===== src/rtl/spi_reg_bank.sv =====
// Byte-serial SPI command engine: register bank with burst read/write, read-only
// result window, and a length-prefixed byte stream onto an AXI-Stream master.
module spi_reg_bank #(
    parameter  int NUM_REGS   = 16,
    parameter  int NUM_RESULT = 1,
    localparam int REG_AW     = $clog2(NUM_REGS),
    localparam int RES_AW     = (NUM_RESULT > 1) ? $clog2(NUM_RESULT) : 1
) (
    input  logic                    sclk,
    input  logic                    rst_n,
    input  logic                    cs,
    input  logic [7:0]              mosi,
    output logic [7:0]              miso,
    output logic [8*NUM_REGS-1:0]   regs,
    input  logic [8*NUM_RESULT-1:0] results,
    output logic                    m_axis_tvalid,
    output logic [7:0]              m_axis_tdata,
    input  logic                    m_axis_tready
);

    typedef enum logic [2:0] {
        IDLE, RD_ADDR, RD_DATA, WR_ADDR, WR_DATA, ST_LEN, ST_DATA
    } state_t;

    localparam logic [7:0]        CMD_READ   = 8'h03;
    localparam logic [7:0]        CMD_WRITE  = 8'h02;
    localparam logic [7:0]        CMD_STREAM = 8'h80;
    localparam logic [7:0]        CMD_STATUS = 8'h05;
    localparam logic [7:0]        CMD_CLEAR  = 8'h06;
    localparam logic [RES_AW-1:0] RES_MASK   = RES_AW'(NUM_RESULT - 1);

    state_t            state;
    logic [7:0]        regs_q [NUM_REGS];
    logic [7:0]        res_arr [NUM_RESULT];
    logic [REG_AW-1:0] ptr;
    logic [RES_AW-1:0] rptr;
    logic              use_res;
    logic              discard;
    logic [7:0]        cnt;
    logic              overflow;
    logic              in_stream;
    logic              load;
    logic [REG_AW-1:0] addr_reg;
    logic [RES_AW-1:0] addr_res;

    for (genvar i = 0; i < NUM_REGS; i++) begin : g_regs
        assign regs[8*i +: 8] = regs_q[i];
    end

    for (genvar i = 0; i < NUM_RESULT; i++) begin : g_res
        assign res_arr[i] = results[8*i +: 8];
    end

    // NOTE: every signal written in an always_comb gets a value on every path,
    // otherwise synthesis infers a latch to hold the old value.
    always_comb begin
        in_stream = 1'b0;
        load      = 1'b0;
        if (cs && state == ST_DATA) begin
            in_stream = 1'b1;
            load      = !m_axis_tvalid || m_axis_tready;
        end
        addr_reg = mosi[REG_AW-1:0];
        addr_res = mosi[RES_AW-1:0] & RES_MASK;
    end

    // NOTE: sequential state uses non-blocking assignments only, so every
    // register in this block sees the pre-edge value of every other register.
    always_ff @(posedge sclk or negedge rst_n) begin
        if (!rst_n) begin
            state         <= IDLE;
            miso          <= 8'h00;
            m_axis_tvalid <= 1'b0;
            m_axis_tdata  <= 8'h00;
            overflow      <= 1'b0;
            ptr           <= '0;
            rptr          <= '0;
            use_res       <= 1'b0;
            discard       <= 1'b0;
            cnt           <= 8'h00;
            // NOTE: the bank is reset because its contents are visible on the
            // regs port and must start known; plain RAMs normally are not.
            for (int i = 0; i < NUM_REGS; i++) regs_q[i] <= 8'h00;
        end else begin
            // The stream slot drains in every state, including while cs is low.
            if (load) begin
                m_axis_tdata  <= mosi;
                m_axis_tvalid <= 1'b1;
            end else if (m_axis_tvalid && m_axis_tready) begin
                m_axis_tvalid <= 1'b0;
            end

            if (!cs) begin
                state <= IDLE;
            end else begin
                case (state)
                    IDLE: begin
                        case (mosi)
                            CMD_READ:   state <= RD_ADDR;
                            CMD_WRITE:  state <= WR_ADDR;
                            CMD_STREAM: state <= ST_LEN;
                            CMD_STATUS: miso <= {overflow, m_axis_tvalid, 6'b0};
                            CMD_CLEAR:  overflow <= 1'b0;
                            default:    state <= IDLE;
                        endcase
                    end
                    RD_ADDR: begin
                        use_res <= mosi[7];
                        if (mosi[7]) begin
                            miso <= res_arr[addr_res];
                            rptr <= (addr_res + RES_AW'(1)) & RES_MASK;
                        end else begin
                            miso <= regs_q[addr_reg];
                            ptr  <= addr_reg + REG_AW'(1);
                        end
                        state <= RD_DATA;
                    end
                    RD_DATA: begin
                        if (use_res) begin
                            miso <= res_arr[rptr];
                            rptr <= (rptr + RES_AW'(1)) & RES_MASK;
                        end else begin
                            miso <= regs_q[ptr];
                            ptr  <= ptr + REG_AW'(1);
                        end
                    end
                    WR_ADDR: begin
                        // A result-space target is read-only: consume the burst, write nothing.
                        discard <= mosi[7];
                        ptr     <= addr_reg;
                        state   <= WR_DATA;
                    end
                    WR_DATA: begin
                        if (!discard) regs_q[ptr] <= mosi;
                        ptr <= ptr + REG_AW'(1);
                    end
                    ST_LEN: begin
                        if (mosi == 8'h00) begin
                            state <= IDLE;
                        end else begin
                            cnt   <= mosi;
                            state <= ST_DATA;
                        end
                    end
                    ST_DATA: begin
                        if (in_stream && !load) overflow <= 1'b1;
                        cnt <= cnt - 8'd1;
                        if (cnt == 8'd1) state <= IDLE;
                    end
                    default: state <= IDLE;
                endcase
            end
        end
    end

endmodule


===== config.mk =====
export PLATFORM = sky130hd
export DESIGN_NAME = spi_reg_bank
export DESIGN_NICKNAME = d
export VERILOG_FILES = /design/src/rtl/spi_reg_bank.sv
export SDC_FILE = /design/constraint.sdc
export NUM_CORES = 1
export LEC_CHECK = 0
export ABC_CLOCK_PERIOD_IN_PS = 2300
export BUFFER_PORTS_ARGS = -buffer_cell sky130_fd_sc_hd__clkbuf_2
export CORE_AREA = 2 2 176 109
export DETAILED_ROUTE_END_ITERATION = 6
export DIE_AREA = 0 0 178 111
export GPL_TIMING_DRIVEN = 0
export PLACE_DENSITY = 0.75
export SETUP_SLACK_MARGIN = 0.15
export SLEW_MARGIN = 10
export SYNTH_ARGS = -nofsm -noshare
export SYNTH_HDL_FRONTEND = slang
export SYNTH_SLANG_ARGS = --single-unit

===== constraint.sdc =====
create_clock -name sclk -period 2.3 [get_ports sclk]
set_clock_uncertainty 0.2 [all_clocks]
set_input_delay 0.23 -clock sclk [delete_from_list [all_inputs] [get_ports sclk]]
set_output_delay 0.23 -clock sclk [all_outputs]
set_load 0.05 [all_outputs]

# Word-level counts from Yosys, hierarchy flattened
# Cells that the tools add are included.
dict set report totals {
  regBits 164
  in_bits 20
  wordCells 119
}
dict set report classes {
  reduce_logical 26
  add_sub_neg 3
  eq_ne 23
  muxes 34
  bitwise_logic 3
  n_lt_le_gt_ge 4
}
# cell count
set op_table {}
lappend op_table {{bitwise mux 128 bit} 1}
lappend op_table {{2-to-1 mux 8 bit} 10}
lappend op_table {{binary-select mux 8 bit (select 4 bit)} 2}
lappend op_table {{demux 8 bit (select 4 bit)} 1}
lappend op_table {{one-hot mux 8 bit (3 select lines)} 1}
lappend op_table {{one-hot mux 3 bit (6 select lines)} 1}
lappend op_table {{== test 8 x 2 -> 1 bit, second input constant} 2}
lappend op_table {{== test 8 x 3 -> 1 bit, second input constant} 2}
lappend op_table {{one-hot mux 4 bit (4 select lines)} 1}
lappend op_table {{one-hot mux 8 bit (2 select lines)} 1}
lappend op_table {{!= test 2 bit, second input constant} 7}
lappend op_table {{one-hot mux 3 bit (4 select lines)} 1}
lappend op_table {{AND reduction 3 bit} 4}
lappend op_table {{AND reduction 4 bit} 3}
lappend op_table {{greater-or-equal comparator 5 bit, second input constant} 2}
lappend op_table {{inverter 4 -> 5 bit} 2}
lappend op_table {{== test 3 bit, second input constant} 3}
lappend op_table {{2-to-1 mux 3 bit} 3}
lappend op_table {{adder 4 x 1 -> 4 bit, second input constant} 2}
lappend op_table {{== test 8 x 1 -> 1 bit, second input constant} 1}
lappend op_table {{== test 8 bit, second input constant} 1}
lappend op_table {{logical NOT 8 bit} 1}
lappend op_table {{2-to-1 mux 1 bit} 8}
lappend op_table {{2-to-1 mux 4 bit} 2}
lappend op_table {{19 further kinds} 31}

# Logic depth before layout (Yosys ltp)
# Gate-level depths: netlist (run 1).
dict set report depth {
  word_depth 7
  mapped_depth 9
}

# Worst setup path before layout (run 1)
# Ideal clock, no wire load.
dict set report synth_timing {
  kind {register to register}
  startpoint {register ptr[0]}
  endpoint {register miso[0]}
  slack_ns 0.138
  period_less_slack_ns 2.162
  t_arrival_ns 1.841
  path_buffers 2
  setup_ns 0.121
  required_time_ns 1.979
  path_stages_with_launch 7
  cell_sequence {dfrtp_1 -> buf_2 -> buf_2 -> mux4_2 -> a211oi_1 -> a211oi_1 -> o22a_1}
}
dict set report synth_between {
  elab_chain_cells 6
}
# element line_no
set synth_lines {}
lappend synth_lines {{start, declared} 35} ;# logic [REG_AW-1:0] ptr;
lappend synth_lines {{start signal, assigned} 114} ;# ptr <= addr_reg + REG_AW'(1);
lappend synth_lines {{start signal, assigned} 124} ;# ptr <= ptr + REG_AW'(1);
lappend synth_lines {{start signal, assigned} 130} ;# ptr <= addr_reg;
lappend synth_lines {{inverter 4 -> 5 bit (implied by the code)} 123} ;# miso <= regs_q[ptr];
lappend synth_lines {{binary-select mux 8 bit (select 4 bit)} 123}
lappend synth_lines {{2-to-1 mux 8 bit (implied by the code) (2 in series)} 123}
lappend synth_lines {{2-to-1 mux 8 bit} 119} ;# if (use_res) begin
lappend synth_lines {{one-hot mux 8 bit (3 select lines)} 96} ;# case (state)
lappend synth_lines {{end signal, assigned} 102} ;# CMD_STATUS: miso <= {overflow, m_axis_tvalid, 6'b0};
lappend synth_lines {{end signal, assigned} 120} ;# miso <= res_arr[rptr];
lappend synth_lines {{end signal, assigned} 123}
lappend synth_lines {{end, declared} 13} ;# output logic [7:0] miso,
# No other way between the ends. The select of a mux whose other input is x is not followed.
# A chain may end at the register's enable or synchronous reset.

# Worst setup path in the final report (run 1)
dict set report layout_timing {
  startpoint {register state[1]}
  endpoint {register regs_q, in the netlist regs[28]}
}
dict set report layout_between {
  elab_chain_cells 2
}
# element line_no
set layout_lines {}
lappend layout_lines {{start, declared} 32} ;# state_t state;
lappend layout_lines {{start signal, assigned} 71} ;# state <= IDLE;
lappend layout_lines {{start signal, assigned} 94} ;# state <= IDLE;
lappend layout_lines {{start signal, assigned} 99} ;# CMD_READ: state <= RD_ADDR;
lappend layout_lines {{== test 3 bit} 96}
lappend layout_lines {{AND reduction 3 bit (no line)} -}
lappend layout_lines {{end signal, assigned by index} 134} ;# if (!discard) regs_q[ptr] <= mosi;
lappend layout_lines {{end, declared} 33} ;# logic [7:0] regs_q [NUM_REGS];
# No other way between the ends.

==> results of run 1 <==
cell usage in the layout (no fill, tap or decap), types with 15 or more instances in the layout:
cell type,n
sky130_fd_sc_hd__a22oi_1,16
sky130_fd_sc_hd__buf_4,22
sky130_fd_sc_hd__clkbuf_1,19
sky130_fd_sc_hd__clkbuf_16,17
sky130_fd_sc_hd__clkbuf_2,167
sky130_fd_sc_hd__dfrtp_1,161
sky130_fd_sc_hd__mux2_2,112
sky130_fd_sc_hd__mux2_4,32
sky130_fd_sc_hd__mux2i_1,15
sky130_fd_sc_hd__mux4_2,58
sky130_fd_sc_hd__nand2_1,15
sky130_fd_sc_hd__nor2_1,21
flip-flops by register name, indices dropped and copies added (netlist names):
name,count
state,3
m_axis_tdata,8
discard,1
cnt,8
regs,128
m_axis_tvalid,1
miso,8
ptr,4
use_res,1
overflow,1
power groups by stage:
stage	combinational (mW)	sequential, mW	clock (mW)
finish	1.12	2.98	3.02
detailed placement	0.920	3.03	0
global route	1.17	2.98	3.14
global placement	0.907	3.03	0
CTS	1.00	2.97	3.02
floorplan	0.468	3.15	0
cell families after synthesis:
group,after synthesis
AND/OR/NAND/NOR,141
AO/OA/AOI/OAI,102
multiplexers,220
flip-flops,163
XOR/XNOR,1
buffers and inverters,67
adder cells (fa/ha/maj),3
critical path: cells and delay by family, from the launching register on:
kind / cells / cell delay (ns)
buf+inv: 1 / 0.15
flops: 1 / 0.48
mux: 1 / 0.35
simple gates: 3 / 0.99
per-stage QoR:
stage               hold slack, ns  power [mW]
detailed placement           0.136        3.95
floorplan                   -0.266        3.62
global route                0.0393        7.29
finish                      0.0286        7.12
CTS                        0.00417        6.99
global placement             0.295        3.93
area by class of cell:
class,instances,area [sq um]
plain buffers,58,395
multi-input cells,467,5320
flip-flops and latches,163,4080
clock buffers,17,425
well taps,246,308
fillers,1349,6480
inverters,9,37.5
clock inverters,13,176
repair buffers,194,1180
timing repair:
item	4_1_cts	5_1_grt
resized for setup	89	119
setup buffers	15	13
hold buffers	5	0
hold endpoints to repair	90	0
setup endpoints to repair	151	157
pin swaps	12	18
layer usage:
layer / track usage [%] / vias up / wire [microns]
met1: 45.7 / 4025 / 12900
li1: - / 3114 / -
met4: 11.5 / 0 / 988
met2: 41.8 / 582 / 13500
met3: 10.0 / 93 / 3810
met5: 0 / - / 0
path summary, 6_finish.rpt:
path	start	end	slack (ns)	cells after the start
max reg2reg	state[1]	regs[28]	0.02	5
max in group asynchronous	rst_n	miso[1]	0.83	3
max	state[1]	regs[28]	0.02	5
min	results[4]	miso[4]	0.03	4
min reg2reg	m_axis_tdata[1]	m_axis_tdata[1]	0.31	1
min in group asynchronous	rst_n	regs[39]	0.20	2
==> flow_results.org, run 1 <==
** Status
- The flow ran to the end, and the final reports show no timing, DRC or antenna violations.

** Synth
- Sorting the synthesized cells by how often they occur yields 163 x sky130_fd_sc_hd__dfrtp_1, 144 x sky130_fd_sc_hd__mux2_2, 58 x sky130_fd_sc_hd__mux4_2.
- Yosys attributes the largest share of cell area to sky130_fd_sc_hd__dfrtp_1 45%, sky130_fd_sc_hd__mux2_2 18%, sky130_fd_sc_hd__mux4_2 14%.
- Summing the areas of all and, or, nand and nor instances in the mapped netlist gives 8.99% of the synthesized area.
- Predominant post-synthesis flop cell :: sky130_fd_sc_hd__dfrtp_1
- Mux cell area share after synthesis :: 34.3%
- Total nets after synthesis :: 720
- Adder-cell area share of the yosys netlist :: 0.414%
- In the post-synthesis netlist, the cell with the most instances is sky130_fd_sc_hd__dfrtp_1.
- Summing the areas of all compound-gate instances in the mapped netlist gives 7.99% of the synthesized area.
- Number of enable-type register cells in the synthesized netlist :: 0
- XOR/XNOR share of the synthesized area :: 0.0966%
- Register bit total from synthesis :: 163
- Combinational family with the most area after synthesis :: multiplexers
- Count of warnings emitted by yosys :: 0
- The largest total area in the synthesized netlist belongs to sky130_fd_sc_hd__dfrtp_1.
- Sequential cells were found to cover 45.0% of the synthesized design area.
- Cell area after synthesis :: 9060 sq um
- Synth top area share :: 45.0%
- Post-synth cell types :: 61
- Averaged over all synthesized cells, the footprint is 13.0 sq um.
- Count of mapped cells out of synthesis :: 697
- Share of flip-flops with an asynchronous set or reset :: 100%

** Finish
- Layout net count :: 933
- The post-route netlist has 57.9% of its cells at a drive strength greater than 1.
- Compared with the post-synthesis result, the final layout area differs by 31.5%.
- Fin util :: 64.8%
- Non-filler cells in the finished layout :: 1167
- The number of antenna diodes in the final layout is 0.
- Final instance area :: 11900 sq um

** Floorplan
- Core footprint :: 18400 sq um
- For this configuration, the core starts out at a cell density of 49.3%.
- Number of placed I/O pins :: 165
- Die W :: 178 microns
- Full die area :: 19800 sq um
- Standard-cell row count :: 39
- Height of the die :: 111 microns

** Timing
- Setup repair after global routing could not meet its margin everywhere.
- At the pin with the least slew margin, the transition time is 0.860 ns.
- The final critical path takes up 99.3% of the cycle.
- Peak Freq :: 438 MHz
- The final hold violation count came to 0.
- Min Clock Period, post-route :: 2.28 ns
- Worst setup margin :: 0.0166 ns
- Max-slew violation count :: 0
- Summed over all failing endpoints, the final setup total negative slack is 0 ns.
- Endpoints failing setup :: 0
- In this run the tightest slew margin relative to its limit is 41.8%.

** Power
- Fraction of power spent switching nets :: 29.8%
- Seq pwr share :: 41.9%
- IR analysis of the VDD net gives a maximum drop of 0.618 mV.
- Cell internal power was estimated by the tool at 5.00 mW.
- Power per cell area :: 597 nW/um^2
- Combinational logic burns 15.7% of the power.
- The analysis attributes to net switching a power of 2.12 mW.
- Leakage dissipation :: 5.61 nW
- Clock network fraction of design power :: 42.4%

** Flow run
- The tool flagged a number of max-cap violations equal to 0.

** Drt
- In the final routed layout, each cell accounts on average for 26.7 microns.
- Violation count after the first detailed-routing iteration :: 1105
- The first detailed-routing pass took 5 iterations.
- For this block, the routed nets add up to 31200 microns of wire.
- Via count :: 7814
- Remaining DRCs :: 0
- Once detail routing completed, the nets flagged for antenna violations numbered 0.
- Via density per instance :: 6.70

** Worst setup path
- Critical-path maximum fanout :: 8
- Data on the critical path is required at its endpoint by 2.43 ns.
- In this design, the stage delay of the slowest critical-path cell is 0.59 ns.
- The worst setup path is launched from a register.
- Critical path's slowest cell :: sky130_fd_sc_hd__or4_4
- The signal on the critical path passes through or4_4, nor3_4, buf_6, nand3_4, mux2_4.
- The critical path is of the reg -> reg type.
- At the worst endpoint, the arrival time is 2.41 ns.
- STA classifies the critical path endpoint as a register.

** Placement
- Port buffering added 160 buffers.
- Placed inst area :: 10200 sq um
- Detail Placement HPWL :: 20600 microns
- Routability-driven placement finished with a final weighted congestion of 0.960.
- Prior to clock tree synthesis, the placed netlist has a worst setup slack of -0.647 ns.
- Counting tap cells, the placed design contains a total of 1104 instances.

** Global routing
- The first global-routing pass estimated 44800 microns of wire.
- Summed over all layers, the global routing overflow is 0.
- Via count of the first global-routing pass :: 7372
- Entering global routing, the biggest net connects 86 pins.
- For this run, the total global-route usage over all layers was measured as 30.7%.
- The number of antenna violations at the first check in global routing is 0.

** Worst hold path
- The min-delay analysis places its worst path in the category in -> reg.

** Clocking
- TritonCTS built the clock tree.
- At the later pin of the worst-skew pair, clock insertion delay measures 0.44 ns.
- Maximum clock insertion buffer count :: 2
- In this run, CTS created clock tree buffers numbering 17.
- Counting every sink on the clock net gives 163.
- The tree is rooted in a sky130_fd_sc_hd__clkbuf_16.
- Number of H-tree levels :: 4
- Clock slew at the register clock pins of the worst setup and hold paths :: 0.07 ns
Note: power is estimated with default switching activity, not from simulation.
==> run 2, diff against run 1 <==
--- a/config.mk
+++ b/config.mk
@@ -7,11 +7,12 @@
 export LEC_CHECK = 0
 export ABC_CLOCK_PERIOD_IN_PS = 2300
 export BUFFER_PORTS_ARGS = -buffer_cell sky130_fd_sc_hd__clkbuf_2
-export CORE_AREA = 2 2 176 109
+export CAP_MARGIN = 25
+export CORE_AREA = 2 2 228 140
 export DETAILED_ROUTE_END_ITERATION = 6
-export DIE_AREA = 0 0 178 111
+export DIE_AREA = 0 0 230 142
 export GPL_TIMING_DRIVEN = 0
-export PLACE_DENSITY = 0.75
+export PLACE_DENSITY = 0.49
 export SETUP_SLACK_MARGIN = 0.15
 export SLEW_MARGIN = 10
 export SYNTH_ARGS = -nofsm -noshare
==> flow_results.org, run 2 (synthesized netlist as in run 1, its figures left out) <==
** Global routing
- For this run, the total global-route usage over all layers was measured as 21.0%.
- Largest net degree at the start of global routing :: 91
- The number of global-route vias before repair was 7504.
- Global-route wire length before repair :: 50100 microns
- Global routing finished with a remaining overflow of 0.
- Number of antenna violations at the first check in global routing :: 0

** Finish
- The register with the most flip-flops in the layout has 128 of them.
- Relative to the synthesized area, the layout overhead comes to 32.9%.
- Leaving out fill and tap cells, the most frequent cells in the layout are 167 x sky130_fd_sc_hd__clkbuf_2, 160 x sky130_fd_sc_hd__dfrtp_1, 110 x sky130_fd_sc_hd__mux2_2, 58 x sky130_fd_sc_hd__mux4_2, 34 x sky130_fd_sc_hd__mux2_4.
- Once layout is complete, the utilization of the core stands at 39.3%.
- Leading cell type in the layout, fill and taps excluded :: sky130_fd_sc_hd__clkbuf_2
- The final layout contains 931 nets.
- The post-route netlist has 55.9% of its cells at a drive strength greater than 1.
- The finished layout holds 1338 standard cells, fillers aside.

** Timing
- Setup repair after global routing missed its margin :: true
- Transition time at the pin with the least slew margin :: 0.828 ns
- Worst slack on hold paths :: 0.0139 ns
- The routed design could run at a clock period as short as 2.30 ns.
- Setup total negative slack on the finished layout was measured at -0.00313 ns.
- Headroom to the max-slew limit :: 44.8%
- Worst setup margin :: -0.00313 ns
- After layout, the worst path uses 100% of the clock period.
- The final count of pins violating max slew is 0.
- Setup violations remaining at the end of the flow were counted as 1.
- Final count of hold timing violations :: 0
- Static timing analysis puts the maximum clock frequency at 434 MHz.

** Worst setup path
- Reg-to-Reg Start :: state[0]
- Kind of end point of the critical path :: register
- Register-to-Register Setup Slack :: -0.003 ns
- The worst setup path is launched from a register.
- Worst r2r dst :: regs[31]
- Data on the critical path arrives at its endpoint at 2.43 ns.
- The setup path with the least slack is of type reg -> reg.
- Required time of the worst setup path :: 2.43 ns
- Of all nets on the critical path, the largest fanout is 8.
- Cells on worst reg2reg path :: 6

** Floorplan
- Core footprint :: 30700 sq um
- The die is 142 microns tall.
- Die W :: 230 microns
- Once the floorplan was initialized, standard cells occupied 29.6% of the core.
- Full die area :: 32700 sq um
- For this design the top-level I/O count stands at 165.
- The floorplan has 50 rows.

** Clocking
- Number of H-tree levels :: 4
- Root buf cell :: sky130_fd_sc_hd__clkbuf_16
- Clock sink count :: 163
- Counting along the longest clock path gives a buffer depth of 2.
- TritonCTS built the clock tree.
- CTS Buf Count :: 17
- Clock slew at the register clock pins of the worst setup and hold paths :: 0.06 ns
- Clock latency on the worst-skew pair, taken at its later pin, is 0.45 ns.

** Power
- Dividing total power by cell area gives a power density of 583 nW/um^2.
- The analysis attributes to cell leakage a power of 5.63 nW.
- The worst-case IR drop observed on VDD is 0.527 mV.

** Drt
- Before antenna repair, the detailed router went through 7 iterations.
- Wire length reported by the detailed router :: 33900 microns
- In this run the remaining antenna-violating nets after routing total 0.
- The detailed router placed 7217 vias in this run.
- Post-DR wirelength/cell :: 25.3 microns
- Dividing the detail-routed via count by the number of cells gives 5.39.
- After detailed routing, the number of remaining DRC violations is 0.
- Violation count after the first detailed-routing iteration :: 502

** Flow run
- Across the run, the number of max-cap violations was 0.

** Placement
- Final RePlAce weighted congestion :: 0.865
- I/O Buffers :: 160
- Prior to clock tree synthesis, the placed netlist has a worst setup slack of -0.752 ns.
- Post-Place Cells :: 1274
- Detailed placement ended at an HPWL of 24200 microns.

** Worst hold path
- The tightest min-delay check is of the in -> reg type.
- Min-Delay Path Depth :: 4
- Worst min-delay path startpoint :: cs
- For hold timing, the worst endpoint is overflow.

** Status
- The flow ran to the end, but the final reports show violations.
- Violations in the final reports :: setup timing
## run 2: critical path: stages, from the launching register on
cell and delay (ns):
sky130_fd_sc_hd__dfrtp_1 0.38, sky130_fd_sc_hd__buf_6 0.13, sky130_fd_sc_hd__or4_4 0.58, sky130_fd_sc_hd__nor3_4 0.17, sky130_fd_sc_hd__buf_12 0.16, sky130_fd_sc_hd__nand3_4 0.20
sky130_fd_sc_hd__mux2_4 0.35
## run 2: how the worst max path moves through the flow
stage / startpoint / to / slack, ns
after floorplan: state[0] / regs[88] / 0.14
after global placement: rst_n / regs[76] / -2.47
after detailed placement: mosi[1] / miso[0] / -0.75
after CTS: state[2] / regs[31] / -0.04
after global routing: state[0] / regs[31] / -0.03
final: state[0] / regs[31] / -0.003
## run 2: cell type report
type	count	area [sq um]
fill	3018	18600
multi-input combinational	467	5220
sequential	163	4080
timing repair buffer	192	1200
tap	416	520
clock buffer	22	454
buffer	58	414
clock inverter	10	124
inverter	9	33.8
antenna	1	2.50
## run 2: layer usage
layer,vias up,wire length [microns],track usage [%]
li1,3136,-,-
met1,3787,16000,30.4
met2,247,15100,31.2
met3,47,2050,4.67
met4,0,705,6.49
met5,-,0,0
## run 2: timing repair
item                                    4_1_cts  5_1_grt
gates cloned                                  0        1
buffers inserted                             18        6
resized for setup                           115       66
hold buffers                                  6        0
endpoints found under the hold margin        96        0
pin swaps                                    10       10
endpoints found under the setup margin      151      142
## run 2: where the power goes
part	leakage, nW	internal (mW)	switching [mW]	total (mW)
Combinational	3.12	0.380	0.767	1.15
Clock	0.276	1.64	1.26	2.90
Sequential	2.24	2.92	0.0571	2.98
## run 2: stage by stage
| step | instance area, sq um | power [mW] |
|---|---|---|
| 2_1_floorplan | 9070 | 3.62 |
| 3_3_place_gp | 10400 | 3.99 |
| 3_5_place_dp | 10400 | 4.00 |
| 4_1_cts | 11800 | 7.05 |
| 5_1_grt | 12000 | 7.28 |
| 6_report | 12000 | 7.03 |
